`src/rtl/rgb2rgbw_conv.sv`:
```
// rgb2rgbw_conv: pops GRB words / stream-reset markers from a FIFO, extracts white, emits GRBW words.
// Latency: word popped on edge N is at the buffer head after edge N+2; one word per clock sustained.
// Backpressure: upstream pop is credit-gated on buffer+pipeline occupancy; buffer cannot overflow.
// Build option: define RGB2RGBW_WHITE_EN for white extraction, otherwise W=0 and GRB pass through.
module rgb2rgbw_conv #(
   parameter int OUT_DEPTH = 4,
   parameter int CNT_W     = 16
) (
   input  logic             clk,
   input  logic             rst,
   input  logic             in_rd_fifo_empty,
   input  logic [31:0]      in_rd_fifo_data,
   output logic             out_rd_fifo_en,
   output logic             out_empty,
   output logic [31:0]      out_data,
   output logic             out_str_rst,
   input  logic             in_rd_en,
   output logic [CNT_W-1:0] out_pix_count
);

   localparam int PTR_W = (OUT_DEPTH > 1) ? $clog2(OUT_DEPTH) : 1;
   // Occupancy width must hold buffer count plus both pipeline valid bits.
   localparam int OCC_W = $clog2(OUT_DEPTH + 1) + 1;
   localparam logic [PTR_W-1:0] LAST_PTR  = PTR_W'(OUT_DEPTH - 1);
   localparam logic [OCC_W-1:0] DEPTH_OCC = OCC_W'(OUT_DEPTH);

   typedef struct packed {
      logic        mrk;
      logic [31:0] dat;
   } ent_t;

   logic             s1_vld_q, s1_vld_d;
   logic [31:0]      s1_dat_q, s1_dat_d;
   logic             s2_vld_q, s2_vld_d;
   ent_t             s2_ent_q, s2_ent_d;
   ent_t             mem_q [OUT_DEPTH];
   ent_t             mem_d [OUT_DEPTH];
   logic [PTR_W-1:0] wr_ptr_q, wr_ptr_d;
   logic [PTR_W-1:0] rd_ptr_q, rd_ptr_d;
   logic [OCC_W-1:0] cnt_q, cnt_d;
   logic [CNT_W-1:0] pix_q, pix_d;

   logic [OCC_W-1:0] occ;
   logic             pop_up;
   logic             buf_wr;
   logic             buf_rd;
   logic [7:0]       g_v, r_v, b_v, w_v;

   // Credit check: everything already popped but not yet consumed downstream must fit in the buffer.
   always_comb begin
      occ    = cnt_q + OCC_W'(s1_vld_q) + OCC_W'(s2_vld_q);
      pop_up = rst & ~in_rd_fifo_empty & (occ < DEPTH_OCC);
   end

   // S1 capture and S2 conversion; markers become zero-data entries flagged as stream resets.
   always_comb begin
      g_v = s1_dat_q[23:16];
      r_v = s1_dat_q[15:8];
      b_v = s1_dat_q[7:0];
`ifdef RGB2RGBW_WHITE_EN
      w_v = (g_v < r_v) ? g_v : r_v;
      w_v = (w_v < b_v) ? w_v : b_v;
`else
      w_v = 8'h00;
`endif
      s1_vld_d = pop_up;
      s1_dat_d = pop_up ? in_rd_fifo_data : s1_dat_q;
      s2_vld_d = s1_vld_q;
      s2_ent_d = s2_ent_q;
      if (s1_vld_q) begin
         if (|s1_dat_q[31:24]) begin
            s2_ent_d.mrk = 1'b1;
            s2_ent_d.dat = 32'h0;
         end else begin
            s2_ent_d.mrk = 1'b0;
            s2_ent_d.dat = {g_v - w_v, r_v - w_v, b_v - w_v, w_v};
         end
      end
   end

   // Circular output buffer and pixel counter; counter moves on the edge an entry is written.
   always_comb begin
      buf_wr   = s2_vld_q;
      buf_rd   = in_rd_en & (cnt_q != '0);
      mem_d    = mem_q;
      wr_ptr_d = wr_ptr_q;
      rd_ptr_d = rd_ptr_q;
      cnt_d    = cnt_q;
      pix_d    = pix_q;
      if (buf_wr) begin
         mem_d[wr_ptr_q] = s2_ent_q;
         wr_ptr_d        = (wr_ptr_q == LAST_PTR) ? '0 : wr_ptr_q + 1'b1;
         if (s2_ent_q.mrk) begin
            pix_d = '0;
         end else if (pix_q != '1) begin
            pix_d = pix_q + 1'b1;
         end
      end
      if (buf_rd) begin
         rd_ptr_d = (rd_ptr_q == LAST_PTR) ? '0 : rd_ptr_q + 1'b1;
      end
      case ({buf_wr, buf_rd})
         2'b10:   cnt_d = cnt_q + 1'b1;
         2'b01:   cnt_d = cnt_q - 1'b1;
         default: cnt_d = cnt_q;
      endcase
   end

   // Head presentation; outputs are forced to zero when the buffer is empty.
   always_comb begin
      out_rd_fifo_en = pop_up;
      out_empty      = (cnt_q == '0);
      out_data       = out_empty ? 32'h0 : mem_q[rd_ptr_q].dat;
      out_str_rst    = out_empty ? 1'b0  : mem_q[rd_ptr_q].mrk;
      out_pix_count  = pix_q;
   end

   // State registers; reset discards pipeline and buffer contents immediately.
   always_ff @(posedge clk or negedge rst) begin
      if (!rst) begin
         s1_vld_q <= 1'b0;
         s1_dat_q <= '0;
         s2_vld_q <= 1'b0;
         s2_ent_q <= '0;
         for (int i = 0; i < OUT_DEPTH; i++) begin
            mem_q[i] <= '0;
         end
         wr_ptr_q <= '0;
         rd_ptr_q <= '0;
         cnt_q    <= '0;
         pix_q    <= '0;
      end else begin
         s1_vld_q <= s1_vld_d;
         s1_dat_q <= s1_dat_d;
         s2_vld_q <= s2_vld_d;
         s2_ent_q <= s2_ent_d;
         mem_q    <= mem_d;
         wr_ptr_q <= wr_ptr_d;
         rd_ptr_q <= rd_ptr_d;
         cnt_q    <= cnt_d;
         pix_q    <= pix_d;
      end
   end

endmodule

```
`config.mk`:
```
export PLATFORM = sky130hd
export DESIGN_NAME = rgb2rgbw_conv
export DESIGN_NICKNAME = d
export VERILOG_FILES = /design/src/rtl/rgb2rgbw_conv.sv
export SDC_FILE = /design/constraint.sdc
export NUM_CORES = 1
export LEC_CHECK = 0
export BUFFER_PORTS_ARGS = -buffer_cell sky130_fd_sc_hd__buf_4
export CORE_MARGIN = 1
export CORE_UTILIZATION = 30
export CTS_CLUSTER_DIAMETER = 100
export CTS_CLUSTER_SIZE = 8
export DETAILED_ROUTE_END_ITERATION = 12
export GPL_ROUTABILITY_DRIVEN = 1
export GPL_TIMING_DRIVEN = 0
export SETUP_SLACK_MARGIN = 0.15
export SYNTH_ARGS = -nofsm -noshare
export SYNTH_HDL_FRONTEND = slang
export SYNTH_SLANG_ARGS = --single-unit
```
`constraint.sdc`:
```
create_clock -name clk -period 3 [get_ports clk]
set_input_delay 0.6 -clock clk [delete_from_list [all_inputs] [get_ports clk]]
set_output_delay 0.6 -clock clk [all_outputs]
set_load 0.01 [all_outputs]
```
==> impl_metrics.env <==
export IMPL_p_seq_frac=0.448
export IMPL_antenna_cells=0
export IMPL_die_area_um2=28600
export IMPL_totalWireLength_um=17700
export IMPL_wl_per_cell_um=16.8
export IMPL_dieWidth_um=169
export IMPL_critical_path_buf_inv_count=3
export IMPL_area_delta_synth_final_pct=20.6
export IMPL_max_stage_delay_ns=0.46
export IMPL_setup_ws_ns=0.210
export IMPL_tritoncts="done"
export IMPL_drt_iter0_markers=195
export IMPL_gp_congestion=0.720
export IMPL_dp_hpwl_um=11800
export IMPL_fmax_ghz=0.358
export IMPL_synth_top_area_frac=0.546
export IMPL_async_reset_ff_frac=1.00
export IMPL_cp_end_kind="primary output"
export IMPL_hold_viol=0
export IMPL_cp_data_required_time_ns=2.40
export IMPL_run_status="complete, no violations"
export IMPL_num_rows=60
export IMPL_synth_edf_count=0
export IMPL_p_total_mw=7.17
export IMPL_post_place_ws_ns=0.215
export IMPL_die_h_um=169
export IMPL_grt_use_total=0.131
export IMPL_holdCritPathClass="in -> async"
export IMPL_slowest_stage="dfrtp_2"
export IMPL_finalCriticalPeriod_ns=2.79
export IMPL_critPathArrivalTime_ns=2.19
export IMPL_synth_common_cells="183 x dfrtp_1, 107 x mux2_2, 28 x mux2_4, 28 x nor2b_1, 25 x mux4_2"
export IMPL_via_per_inst=4.61
export IMPL_ir_drop_mv=0.420
export IMPL_synth_most_common_cell="dfrtp_1"
export IMPL_synth_distinct_cells=52
export IMPL_cts_root_buf="clkbuf_16"
export IMPL_grt_pass1_wl_um=28600
export IMPL_cts_buffers=17
export IMPL_sw_frac_of_total=0.302
export IMPL_cts_sinks=183
export IMPL_intPower_mw=5.01
export IMPL_synth_seq_cells=183
export IMPL_insertion_delay_ns=0.43
export IMPL_finalNonFillerCells=1052
export IMPL_drtPass1Iterations=4
export IMPL_postSynthCellCount=559
export IMPL_grt_max_degree=100
export IMPL_ant_nets=0
export IMPL_synthFlopType="dfrtp_1"
export IMPL_grt_pass1_vias=5080
export IMPL_path_cells="ha_1 -> a21o_1 -> and4_4 -> o21ai_4 -> buf_8 -> inv_1 -> buf_4"
export IMPL_power_density_nw_per_um2=709
export IMPL_yosys_area_top_type="dfrtp_1"
export IMPL_portBuffers=78
export IMPL_startpoint_type="flop"
export IMPL_syn_cell_area_um2=8390
export IMPL_drc=0
export IMPL_fin_nets=713
export IMPL_tightest_slew_ns=0.729
export IMPL_setup_viol_count_final=0
export IMPL_crit_family="flip-flops"
export IMPL_power_switching_mw=2.17
export IMPL_htreeDepth=4
export IMPL_yosysSeqAreaShare=0.546
export IMPL_p_comb_frac=0.249
export IMPL_cp_max_fo=10
export IMPL_yosysWarnings=0
export IMPL_syn_area_per_cell_um2=15.0
export IMPL_vias=4852
export IMPL_period_share=0.930
export IMPL_pwr_share_clk=0.302
export IMPL_cts_clk_slew_worst_paths_ns=0.07
export IMPL_fin_skew_ns=0.0100
export IMPL_drive_gt1_frac=0.487
export IMPL_rsz0062_at_grt="true"
export IMPL_coreArea_um2=27200
export IMPL_ctsLongestPathBuffers=2
export IMPL_ys_top_cells_by_area="dfrtp_1 55%, mux2_2 14%, mux4_2 6.7%, mux2_4 5.0%, a22o_1 2.5%"
export IMPL_antenna_found_initial=0
export IMPL_overflow=0
export IMPL_p_leak_nw=4.91
export IMPL_drv_cap=0
export IMPL_timing_slew_headroom=0.514
export IMPL_slew_viol_final=0
export IMPL_critical_path_class="reg -> out"
export IMPL_hold_slack_ns=0.139
export IMPL_start_util=0.309
export IMPL_ioPinCount=87
export IMPL_dp_cells=1017
## power by group through the flow
| stage | clock network [mW] | logic (mW) | registers [mW] |
|---|---|---|---|
| 2_1_floorplan | 0 | 1.32 | 3.17 |
| 3_3_place_gp | 0 | 1.76 | 3.25 |
| 3_5_place_dp | 0 | 1.80 | 3.27 |
| 4_1_cts | 2.23 | 1.83 | 3.22 |
| 5_1_grt | 2.33 | 1.97 | 3.28 |
| 6_report | 2.17 | 1.79 | 3.22 |
## sequential cells by signal (all words and copies together) (netlist names), 2 cells and up
name	flops
s2_ent_q	25
s1_dat_q	32
out_pix_count	16
wr_ptr_q	2
cnt_q	4
rd_ptr_q	2
mem_q	100
## cells by family (layout without fill, tap and decap cells)
kind of cell,after synthesis,in the layout,share of synthesized area
flip-flops,183,183,0.546
multiplexers,168,168,0.271
AND/OR/NAND/NOR,90,90,0.0667
AO/OA/AOI/OAI,57,57,0.0628
buffers and inverters,45,159,0.0331
adder cells (fa/ha/maj),10,10,0.0149
XOR/XNOR,5,5,0.00522
other,1,8,0.000447
## cells in the final DEF, fill, tap and decap left out, types with 10 or more instances in the layout
cell type and n:
dfrtp_1 182, nor2_1 18, mux4_2 25, mux2_4 28, mux2_2 107, clkbuf_16 17
buf_2 13, ha_1 10, buf_4 93, a22o_1 24, nor2b_1 28, nand2_1 10
## per-layer routing
layer,global-route usage,routed length [µm],part of all wire,vias up
met5,0,0,0,-
met4,0.0400,184,0.010,0
met3,0.0236,470,0.027,15
met2,0.216,8630,0.49,71
met1,0.176,8370,0.47,2516
li1,-,-,-,2250
## what timing repair did
item                                    CTS  global route
hold buffers                              0             0
gates resized for setup                   7             1
endpoints found under the hold margin     0             0
buffers inserted                          3             0
pin swaps                                 2             1
endpoints found under the setup margin   21             3
## stage by stage
| step | cell area [µm²] | utilization | setup TNS [ns] |
|---|---|---|---|
| 6_report | 10100 | 0.372 | 0 |
| 5_1_grt | 10100 | 0.372 | 0 |
| 4_1_cts | 10100 | 0.372 | 0 |
| 3_5_place_dp | 9500 | 0.350 | 0 |
| 3_3_place_gp | 9460 | 0.348 | -23.14 |
| 2_1_floorplan | 8410 | - | 0 |
## area by class of cell
| cell class | instances | area, µm² |
|---|---|---|
| Sequential cell | 183 | 4580 |
| Clock buffer | 18 | 439 |
| Buffer | 38 | 269 |
| Fill cell | 2663 | 17100 |
| Tap cell | 372 | 465 |
| Multi-Input combinational cell | 338 | 3560 |
| Timing Repair Buffer | 82 | 643 |
| Inverter | 7 | 26.3 |
| Clock inverter | 14 | 131 |
## path summary, 6_finish.rpt
check,startpoint,to,slack [ns],cells past startpoint
min in group clk,in_rd_fifo_data[2],s1_dat_q[2]$_DFFE_PN0P_,0.40,2
max in group asynchronous,rst,cnt_q[0]$_DFFE_PN0P_,1.92,2
worst min-delay path,rst,mem_q[82]$_DFFE_PN0P_,0.14,1
worst min register to register,s1_dat_q[20]$_DFFE_PN0P_,s2_ent_q[28]$_DFFE_PN0P_,0.49,1
worst max register to register,cnt_q[1]$_DFFE_PN0P_,cnt_q[2]$_DFFE_PN0P_,0.67,11
worst max-delay path,cnt_q[0]$_DFFE_PN0P_,out_rd_fifo_en,0.21,7
Power figures use the tool's default switching activity.
